File: src/rtl/alu_p_stage.sv
// alu_p_stage: two-stage SIMD post-adder / logic unit feeding the P register.
// Stage 1 folds Z/W/X/Y (and the ONE48 correction carries) into carry-save
// sum/carry vectors; stage 2 resolves them with a lane-segmented adder.
// Optional pattern comparator is enabled by defining PATTERN_DETECT_EN; the
// 48-bit configuration chain holding PATTERN is always present.
module alu_p_stage #(
  parameter int precision_loss_width = 16
) (
  input  logic                            clk,
  input  logic                            rst_n,
  input  logic [47:0]                     W,
  input  logic [47:0]                     X,
  input  logic [47:0]                     Y,
  input  logic [47:0]                     Z,
  input  logic [precision_loss_width-1:0] M_SIMD_carry_Mux,
  input  logic [1:0]                      ALUMODE,
  input  logic [1:0]                      USE_SIMD,
  input  logic                            CARRYIN,
  input  logic                            CEP,
  input  logic                            in_valid,
  output logic [47:0]                     P,
  output logic [47:0]                     PCOUT,
  output logic [3:0]                      CARRYOUT,
  output logic                            out_valid,
  input  logic                            configuration_input,
  input  logic                            configuration_enable,
  output logic                            configuration_output,
  output logic                            PATTERNDETECT
);

  typedef enum logic [1:0] {ALU_ADD = 2'b00, ALU_SUB = 2'b01, ALU_XOR = 2'b10, ALU_AND = 2'b11} alu_op_e;
  typedef enum logic [1:0] {SIMD_ONE48 = 2'b00, SIMD_TWO24 = 2'b01, SIMD_FOUR12 = 2'b10} simd_e;
  typedef struct packed {
    logic [47:0] s;
    logic [47:0] c;
    logic [3:0]  k;
  } csa_t;

  localparam int MCW = (precision_loss_width < 16) ? precision_loss_width : 16;

  // Bit j set when 12-bit chunk j ends a lane (its bit 12j+11 is a lane MSB).
  function automatic logic [3:0] lane_tops(input simd_e m);
    case (m)
      SIMD_TWO24:  lane_tops = 4'b1010;
      SIMD_FOUR12: lane_tops = 4'b1111;
      default:     lane_tops = 4'b1000;
    endcase
  endfunction

  // 3:2 compressor whose carries never cross a lane boundary. A carry leaving a
  // lane MSB is recorded in k so the lane carry-out can be recovered exactly.
  function automatic csa_t csa3(input logic [47:0] a, input logic [47:0] b,
                                input logic [47:0] c, input logic [3:0] tops);
    logic [47:0] cy;
    csa_t        r;
    cy  = (a & b) | (a & c) | (b & c);
    r.s = a ^ b ^ c;
    r.c = {cy[46:0], 1'b0};
    for (int unsigned j = 0; j < 3; j++)
      if (tops[j]) r.c[12*j+12] = 1'b0;
    for (int unsigned j = 0; j < 4; j++)
      r.k[j] = cy[12*j+11] & tops[j];
    return r;
  endfunction

  simd_e       mode_d, s1_mode_q;
  alu_op_e     op_d, s1_op_q;
  logic [3:0]  tops_d, tops_s2;
  logic [47:0] zop, mc;
  csa_t        l1, l2, l3;
  logic [47:0] sum_d, cy_d, s1_sum_q, s1_cy_q;
  logic [3:0]  kp_d, s1_kp_q;
  logic        s1_valid_q;
  logic [47:0] p_d, p_q;
  logic [3:0]  co_d, co_q;
  logic        v2_q;
  logic [12:0] part;
  logic        chain;
  logic        arith_s2;
  logic [47:0] pattern_q;

  // Stage 1 combinational: operand conditioning and carry-save reduction.
  always_comb begin
    mode_d = (USE_SIMD == 2'b11) ? SIMD_ONE48 : simd_e'(USE_SIMD);
    op_d   = alu_op_e'(ALUMODE);
    tops_d = lane_tops(mode_d);
    zop    = (op_d == ALU_SUB) ? ~Z : Z;
    mc     = '0;
    if (mode_d == SIMD_ONE48) mc[32 +: MCW] = M_SIMD_carry_Mux[MCW-1:0];
    l1 = csa3(zop, W, X, tops_d);
    l2 = csa3(l1.s, l1.c, Y, tops_d);
    l3 = csa3(l2.s, l2.c, mc, tops_d);
    if (ALUMODE[1]) begin
      sum_d = (op_d == ALU_AND) ? (X & Z) : (X ^ Z);
      cy_d  = '0;
      kp_d  = '0;
    end else begin
      // Bit 0 of the carry vector is always free, so lane-0 carry-in lands there.
      sum_d = l3.s;
      cy_d  = l3.c | {47'b0, CARRYIN};
      kp_d  = l1.k ^ l2.k ^ l3.k;
    end
  end

  // Stage 1 registers: compressed vectors plus control, held while CEP is low.
  always_ff @(posedge clk or negedge rst_n) begin
    if (!rst_n) begin
      s1_sum_q   <= '0;
      s1_cy_q    <= '0;
      s1_kp_q    <= '0;
      s1_mode_q  <= SIMD_ONE48;
      s1_op_q    <= ALU_ADD;
      s1_valid_q <= 1'b0;
    end else if (CEP) begin
      s1_sum_q   <= sum_d;
      s1_cy_q    <= cy_d;
      s1_kp_q    <= kp_d;
      s1_mode_q  <= mode_d;
      s1_op_q    <= op_d;
      s1_valid_q <= in_valid;
    end
  end

  // Stage 2 combinational: lane-segmented final add, subtract inversion, carries.
  always_comb begin
    tops_s2  = lane_tops(s1_mode_q);
    arith_s2 = (s1_op_q == ALU_ADD) || (s1_op_q == ALU_SUB);
    chain    = 1'b0;
    part     = '0;
    p_d      = '0;
    co_d     = '0;
    for (int unsigned j = 0; j < 4; j++) begin
      part = {1'b0, s1_sum_q[12*j +: 12]} + {1'b0, s1_cy_q[12*j +: 12]} + {12'b0, chain};
      p_d[12*j +: 12] = part[11:0];
      // Lane carry = adder carry plus parity of carries dropped at this lane MSB.
      co_d[j] = arith_s2 & tops_s2[j] & (part[12] ^ s1_kp_q[j]);
      chain   = part[12] & ~tops_s2[j];
    end
    if (s1_op_q == ALU_SUB) p_d = ~p_d;
  end

  // Stage 2 registers: result, lane carries and output valid.
  always_ff @(posedge clk or negedge rst_n) begin
    if (!rst_n) begin
      p_q  <= '0;
      co_q <= '0;
      v2_q <= 1'b0;
    end else if (CEP) begin
      p_q  <= p_d;
      co_q <= co_d;
      v2_q <= s1_valid_q;
    end
  end

  // Configuration chain: 48-bit PATTERN shift register, independent of CEP.
  always_ff @(posedge clk or negedge rst_n) begin
    if (!rst_n) pattern_q <= '0;
    else if (configuration_enable) pattern_q <= {pattern_q[46:0], configuration_input};
  end

`ifdef PATTERN_DETECT_EN
  logic pd_q;

  // Pattern match registered alongside P.
  always_ff @(posedge clk or negedge rst_n) begin
    if (!rst_n) pd_q <= 1'b0;
    else if (CEP) pd_q <= (p_d == pattern_q);
  end

  assign PATTERNDETECT = pd_q;
`else
  assign PATTERNDETECT = 1'b0;
`endif

  assign P                    = p_q;
  assign PCOUT                = p_q;
  assign CARRYOUT             = co_q;
  assign out_valid            = v2_q;
  assign configuration_output = pattern_q[47];

endmodule
File: config.mk
export PLATFORM = sky130hd
export DESIGN_NAME = alu_p_stage
export DESIGN_NICKNAME = d
export VERILOG_FILES = /design/src/rtl/alu_p_stage.sv
export SDC_FILE = /design/constraint.sdc
export NUM_CORES = 1
export LEC_CHECK = 0
export ABC_CLOCK_PERIOD_IN_PS = 7500
export CAP_MARGIN = 20
export CORE_AREA = 2 2 229 231
export CTS_BUF_LIST = sky130_fd_sc_hd__clkbuf_8 sky130_fd_sc_hd__clkbuf_16
export CTS_CLUSTER_DIAMETER = 50
export DETAILED_ROUTE_END_ITERATION = 8
export DIE_AREA = 0 0 231 233
export HOLD_SLACK_MARGIN = 0.15
export SLEW_MARGIN = 20
export SYNTH_ARGS = -nofsm -noshare
export SYNTH_HDL_FRONTEND = slang
export SYNTH_SLANG_ARGS = --single-unit
File: constraint.sdc
create_clock -name clk -period 7.5 [get_ports clk]
set_clock_uncertainty 0.15 [all_clocks]
set_input_delay 1.5 -clock clk [delete_from_list [all_inputs] [get_ports clk]]
set_output_delay 1.5 -clock clk [all_outputs]
set_load 0.03 [all_outputs]
==> impl_metrics.csv, run 1 <==
group,metric,value,unit
run_status,status,"finished clean",
logic_synthesis,netlist_instances,1611,
worst_hold_path,min_to,"s1_cy_q[40]",
placed_design,dpl.hpwl,29.9,mm
power_and_ir_drop,power_switching,2.34,mW
floorplan,io_pins,322,
setup_path,cp_data_required_time,7780,ps
timing,rsz0062_at_grt,"no",
global_routing,grt_usage,15.2,%
setup_path,critPathMaxFanout,3,
clock_network,cts_max_level,2,
setup_path,crit_path_start_kind,"flip-flop",
power_and_ir_drop,p_seq_share,27.3,%
setup_path,r2r-start,"s1_sum_q[6]",
logic_synthesis,ys.flop_type,"dfrtp_1",
floorplan,core-area,51100,µm²
worst_hold_path,hold_class,"flip-flop to flip-flop",
clock_network,ctsHoldBuffers,0,
clock_network,cts_buffer_depth,3,
power_and_ir_drop,total_power,6.12,mW
logic_synthesis,async_reset_ff_share,100,%
logic_synthesis,yosys.cell_types.count,51,
clock_network,clk_latency,540,ps
logic_synthesis,synth-edff-count,0,
global_routing,grt_pass1_vias,12850,
clock_network,cts_tree,"yes",
clock_network,clk_transition_reported_paths,50,ps
timing,timing.fmax,147,MHz
power_and_ir_drop,powerDensity,291,nW/µm²
power_and_ir_drop,ir_drop,0.154,mV
timing,hold_viol_final,0,
route,viasPerCell,4.57,
finish,drive_gt1_share,9.37,%
floorplan,die_w,231,µm
timing,worst_pin_slew,1060,ps
global_routing,grt_overflow,0,
logic_synthesis,syn-cell-area,16300,µm²
logic_synthesis,syn-num-nets,2075,
logic_synthesis,yosysSeqAreaShare,31.5,%
route,vias,11740,
route,drt_iter0_markers,460,
finish,nFillCells,5032,
floorplan,die_h,233,µm
setup_path,path_class,"flip-flop to flip-flop",
power_and_ir_drop,pwr-share-clk,27.1,%
power_and_ir_drop,p_leak,9.83,nW
logic_synthesis,ys_ff_latch,205,
power_and_ir_drop,switching_share,38.2,%
clock_network,cts_root_buf,"clkbuf_16",
clock_network,cts_buffers,35,
floorplan,start_util,31.8,%
timing,fin_crit,6800,ps
timing,timing.final.crit_share,90.7,%
timing,setup_viol_count_final,0,
floorplan,die_area,53800,µm²
setup_path,r2r_setup_slack,700,ps
route,first_pass_iters,4,
finish,final_common_cell,"clkdlybuf4s50_1",
clock_network,clock_sinks,205,
timing,maxSlewViolCount,0,
setup_path,slowest_delay,460,ps
finish,final_util,41.2,%
timing,max_slew_margin,29.4,%
finish,layout.cells.non_filler,2570,
finish,mostFrequentLayoutCells,"clkdlybuf4s50_1 (315), inv_1 (272), dfrtp_1 (205), xnor2_1 (130), ha_1 (128)",
setup_path,crit_top_cell,"fa_1",
placed_design,place_congestion,0.773,
worst_hold_path,hp-start,"s1_cy_q[40]",
global_routing,grt_pass1_wl,65.5,mm
floorplan,rows,83,
placed_design,dp_cells,2506,
finish,fin_nets,2329,
logic_synthesis,syn-mean-instance-area,10.1,µm²
logic_synthesis,ys_warn_count,0,
route,post_drt_wl_per_cell,15.3,µm
run,drv_cap,0,
setup_path,timing.rr.end,"CARRYOUT[3]",
finish,area_growth,29.4,%
global_routing,grt_max_degree,84,
worst_hold_path,whs_path_depth,2,
route,ant_nets,0,
placed_design,port_buffers,320,
power_and_ir_drop,p_int,3.78,mW
power_and_ir_drop,combPwrFrac,45.5,%
setup_path,crit_slowest_cell,"fa_1",
setup_path,endpoint_kind,"flip-flop",
setup_path,crit_arrival,7080,ps
global_routing,antenna_found_initial,2,
route,wl,39.4,mm
setup_path,rr_worst_depth,28,
route,remaining_drc_errors,0,
worst max-delay path, delay by kind of cell, from the launching register on:
family	cells	cell delay, ps
DFF	1	370
adders and majority gates	7	2850
AOI/OAI and AO/OA	12	2180
and+or+nand+nor	8	1070
xor gates and xnor gates	1	90
flip-flops by register name, summed over array words and instances (netlist names):
name        count
pattern_q      48
s1_kp_q         4
s1_valid_q      1
s1_sum_q       48
s1_cy_q        47
CARRYOUT        4
out_valid       1
s1_mode_q       2
P              48
s1_op_q         2
cell type report:
type,count,area (µm²),share of cell area [%]
sequential,205,5130,24.4
antenna,1,2.50,0.0119
tap,680,851,4.04
clock inverter,21,274,1.30
multi-input combinational,1016,9500,45.1
inverter,270,1020,4.83
clock buffer,40,945,4.49
timing repair buffer,337,3330,15.8
worst max-delay path by stage:
stage,from,end,slack (ps),cells after the start
final,s1_sum_q[6],CARRYOUT[3],700,28
after global routing,s1_sum_q[0],CARRYOUT[3],80,29
after CTS,s1_sum_q[0],CARRYOUT[3],30,29
after detailed placement,s1_sum_q[0],CARRYOUT[3],-180,29
after global placement,s1_sum_q[0],CARRYOUT[3],-60,29
after floorplan,s1_sum_q[2],CARRYOUT[3],930,28
kinds of logic (layout without fill, tap and decap cells):
logic type / after synthesis / in the layout / synth area share, %
buffers and inverters: 390 / 668 / 10.4
AO/OA/AOI/OAI: 260 / 260 / 10.1
adder cells (fa/ha/maj): 245 / 245 / 24.2
AND/OR/NAND/NOR: 226 / 226 / 6.67
flip-flops: 205 / 205 / 31.5
XOR/XNOR: 142 / 142 / 7.65
multiplexers: 142 / 142 / 9.34
other: 1 / 2 / 0.0231
per-layer routing:
metal	vias to the layer above	track usage, %	share of wire, %
li1	5704	-	-
met1	5759	19.4	45
met2	228	26.3	49
met3	49	2.70	4.4
met4	0	3.95	1.7
met5	-	0	0
power groups by stage:
stage	logic [mW]	clock network [mW]	registers (mW)
floorplan	1.77	0	1.84
global placement	2.76	0	1.68
detailed placement	2.80	0	1.70
CTS	2.81	1.71	1.68
global route	3.09	1.77	1.71
finish	2.78	1.66	1.67
synthesized netlist by cell type (all sizes together), types with 33 or more instances:
| master | count | area share (%) |
|---|---|---|
| dfrtp | 205 | 32 |
| mux2 | 78 | 5.4 |
| ha | 128 | 9.8 |
| nand3b | 33 | 1.5 |
| o21ai | 66 | 2.1 |
| a21oi | 63 | 1.9 |
| xnor2 | 130 | 7.0 |
| fa | 117 | 14 |
| a21o | 41 | 1.9 |
| buf | 80 | 3.2 |
| mux2i | 64 | 3.9 |
| clkbuf | 40 | 0.92 |
| nor2 | 86 | 2.0 |
| nand2 | 64 | 1.5 |
| inv | 270 | 6.2 |
timing repair:
| item | in CTS | in global routing |
|---|---|---|
| setup buffers | 0 | 2 |
| setup endpoints to repair | 3 | 10 |
| endpoints found under the hold margin | 0 | 0 |
| pin swaps | 0 | 3 |
| gates resized for setup | 3 | 11 |
stage by stage:
step | cell area, µm² | TNS [ps] | worst slack, ps | hold WS [ps]
6_report | 21000 | 0 | 696 | 332
5_1_grt | 21000 | 0 | 81.2 | 359
4_1_cts | 21000 | 0 | 25.8 | 338
3_5_place_dp | 19800 | -358 | -182 | 322
3_3_place_gp | 19800 | -64.0 | -61.4 | 319
2_1_floorplan | 16300 | 0 | 934 | 306
(Power assumes the default switching activity.)
==> run 2: changes to the inputs <==
--- a/config.mk
+++ b/config.mk
@@ -5,14 +5,16 @@
 export SDC_FILE = /design/constraint.sdc
 export NUM_CORES = 1
 export LEC_CHECK = 0
-export ABC_CLOCK_PERIOD_IN_PS = 7500
 export CAP_MARGIN = 20
+export CELL_PAD_IN_SITES_DETAIL_PLACEMENT = 0
+export CELL_PAD_IN_SITES_GLOBAL_PLACEMENT = 2
 export CORE_AREA = 2 2 229 231
 export CTS_BUF_LIST = sky130_fd_sc_hd__clkbuf_8 sky130_fd_sc_hd__clkbuf_16
 export CTS_CLUSTER_DIAMETER = 50
 export DETAILED_ROUTE_END_ITERATION = 8
 export DIE_AREA = 0 0 231 233
 export HOLD_SLACK_MARGIN = 0.15
+export PLACE_DENSITY_LB_ADDON = 0.1
 export SLEW_MARGIN = 20
 export SYNTH_ARGS = -nofsm -noshare
 export SYNTH_HDL_FRONTEND = slang
==> run 2 against run 1 <==
Utilization is 0.074 points lower. Sequential power hardly changed. Clock power is 2% lower. Critical path depth is 1 higher. Clock-buffer cell count is 1 higher. Combinational power hardly changed. Via count is 2.0% lower. Total power is 0.80% lower. Sequential cell count stayed put. Sequential share of layout area hardly changed. First-iteration DRC count is 28% lower.
==> impl_metrics.csv, run 2 (synthesis gave the netlist of run 1 again) <==
group,metric,value,unit
timing,hold_slack,332,ps
setup_path,crit_path_start_kind,"flip-flop",
clock_network,cts_tree,"yes",
route,remaining_drc_errors,0,
route,post_drt_wl_per_cell,16.0,µm
run,drv_cap,0,
setup_path,endpoint_kind,"flip-flop",
clock_network,cts_buffers,36,
global_routing,grt_usage,15.8,%
timing,timing.final.crit_share,91.6,%
finish,drive_gt1_share,9.27,%
route,wl,41.1,mm
timing,maxSlewViolCount,0,
finish,final_common_cell,"clkdlybuf4s50_1",
route,viasPerCell,4.48,
timing,timing.fmax,145,MHz
worst_hold_path,hold_class,"flip-flop to flip-flop",
floorplan,die_w,231,µm
floorplan,rows,83,
route,first_pass_iters,4,
floorplan,io_pins,322,
clock_network,clock_sinks,205,
timing,rsz0062_at_grt,"no",
finish,antenna-diode-count,0,
finish,mostFrequentLayoutCells,"clkdlybuf4s50_1 (315), inv_1 (272), dfrtp_1 (205), xnor2_1 (130), ha_1 (127)",
power_and_ir_drop,p_leak,9.81,nW
route,drt_iter0_markers,330,
finish,final_util,41.1,%
power_and_ir_drop,total_power,6.07,mW
finish,final_area,21000,µm²
clock_network,clk_transition_reported_paths,50,ps
finish,fin_nets,2330,
global_routing,antenna_found_initial,1,
placed_design,placed_cell_area,19800,µm²
setup_path,crit_arrival,7070,ps
finish,nFillCells,5044,
placed_design,dpl.hpwl,31.2,mm
setup_path,crit_slowest_cell,"fa_1",
global_routing,grt_max_degree,78,
floorplan,die_area,53800,µm²
placed_design,port_buffers,320,
timing,tns,0,ps
route,vias,11507,
global_routing,grt_overflow,0,
setup_path,rr_worst_depth,29,
clock_network,cts_root_buf,"clkbuf_16",
timing,worst_pin_slew,982,ps
clock_network,cts_max_level,2,
power_and_ir_drop,ir_drop,0.164,mV
timing,max_slew_margin,34.5,%
finish,area_growth,29.1,%
timing,fin_crit,6870,ps
setup_path,path_class,"flip-flop to flip-flop",
worst_hold_path,whs_path_depth,2,
setup_path,critPathMaxFanout,3,
floorplan,start_util,31.8,%
clock_network,cts_buffer_depth,3,
setup_path,slowest_delay,430,ps
run_status,status,"finished clean",
placed_design,place_congestion,0.753,
floorplan,die_h,233,µm
timing,setup_viol_count_final,0,
global_routing,grt_pass1_vias,12370,
setup_path,cp_data_required_time,7700,ps
global_routing,grt_pass1_wl,67.7,mm
timing,hold_viol_final,0,
floorplan,core-area,51100,µm²
power_and_ir_drop,powerDensity,289,nW/µm²
clock_network,clk_latency,510,ps
route,ant_nets,0,
-- run 2: final cells by class --
| cell class | count | area [µm²] | area share, % |
|---|---|---|---|
| Clock buffer | 41 | 981 | 4.67 |
| Clock inverter | 18 | 203 | 0.965 |
| Inverter | 270 | 1020 | 4.84 |
| Multi-Input combinational cell | 1016 | 9490 | 45.2 |
| Sequential cell | 205 | 5130 | 24.4 |
| Tap cell | 680 | 851 | 4.05 |
| Timing Repair Buffer | 337 | 3330 | 15.9 |
-- run 2: worst paths after layout --
check | start | to | slack, ps
setup / recovery | s1_sum_q[0] | CARRYOUT[3] | 630
hold / removal | CARRYOUT[1] | CARRYOUT[1] | 330
setup reg to reg | s1_sum_q[0] | CARRYOUT[3] | 630
hold reg to reg | CARRYOUT[1] | CARRYOUT[1] | 330
max in group asynchronous | rst_n | P[22] | 4990
min in group asynchronous | rst_n | pattern_q[44] | 790
-- run 2: metrics by stage --
step           std cells  setup slack, ps
5_1_grt             2567             49.0
3_3_place_gp        2507            -13.7
2_1_floorplan       1611              934
3_5_place_dp        2507             -231
6_report            2567              627
4_1_cts             2566             25.1
-- run 2: report_power, final --
part           leakage (nW)  switching, mW  total [mW]  internal [mW]
clock network         0.594          0.555        1.62           1.07
logic                  6.65           1.49        2.78           1.30
registers              2.56          0.242        1.66           1.42
-- run 2: worst max-delay path: cells and delay by family, from the launching register on --
family | cells | cell delay [ps]
AO/OA/AOI/OAI | 13 | 2160
XOR/XNOR | 1 | 150
adder cells (fa/ha/maj) | 8 | 2880
flip-flops | 1 | 350
AND/OR/NAND/NOR | 7 | 1010
-- run 2: repair_timing --
action	CTS	global route
resized for setup	4	10
endpoints found under the setup margin	4	9
hold buffers	0	0
setup buffers	0	1
pin swaps	0	2
-- run 2: per-layer routing --
layer | part of all wire, % | wire length (µm) | track usage (%) | vias to the layer above
li1 | - | - | - | 5693
met1 | 47 | 19500 | 21.8 | 5557
met2 | 47 | 19300 | 26.1 | 214
met3 | 4.4 | 1810 | 2.70 | 41
met4 | 1.3 | 527 | 2.92 | 2
met5 | 0.032 | 13 | 0 | -
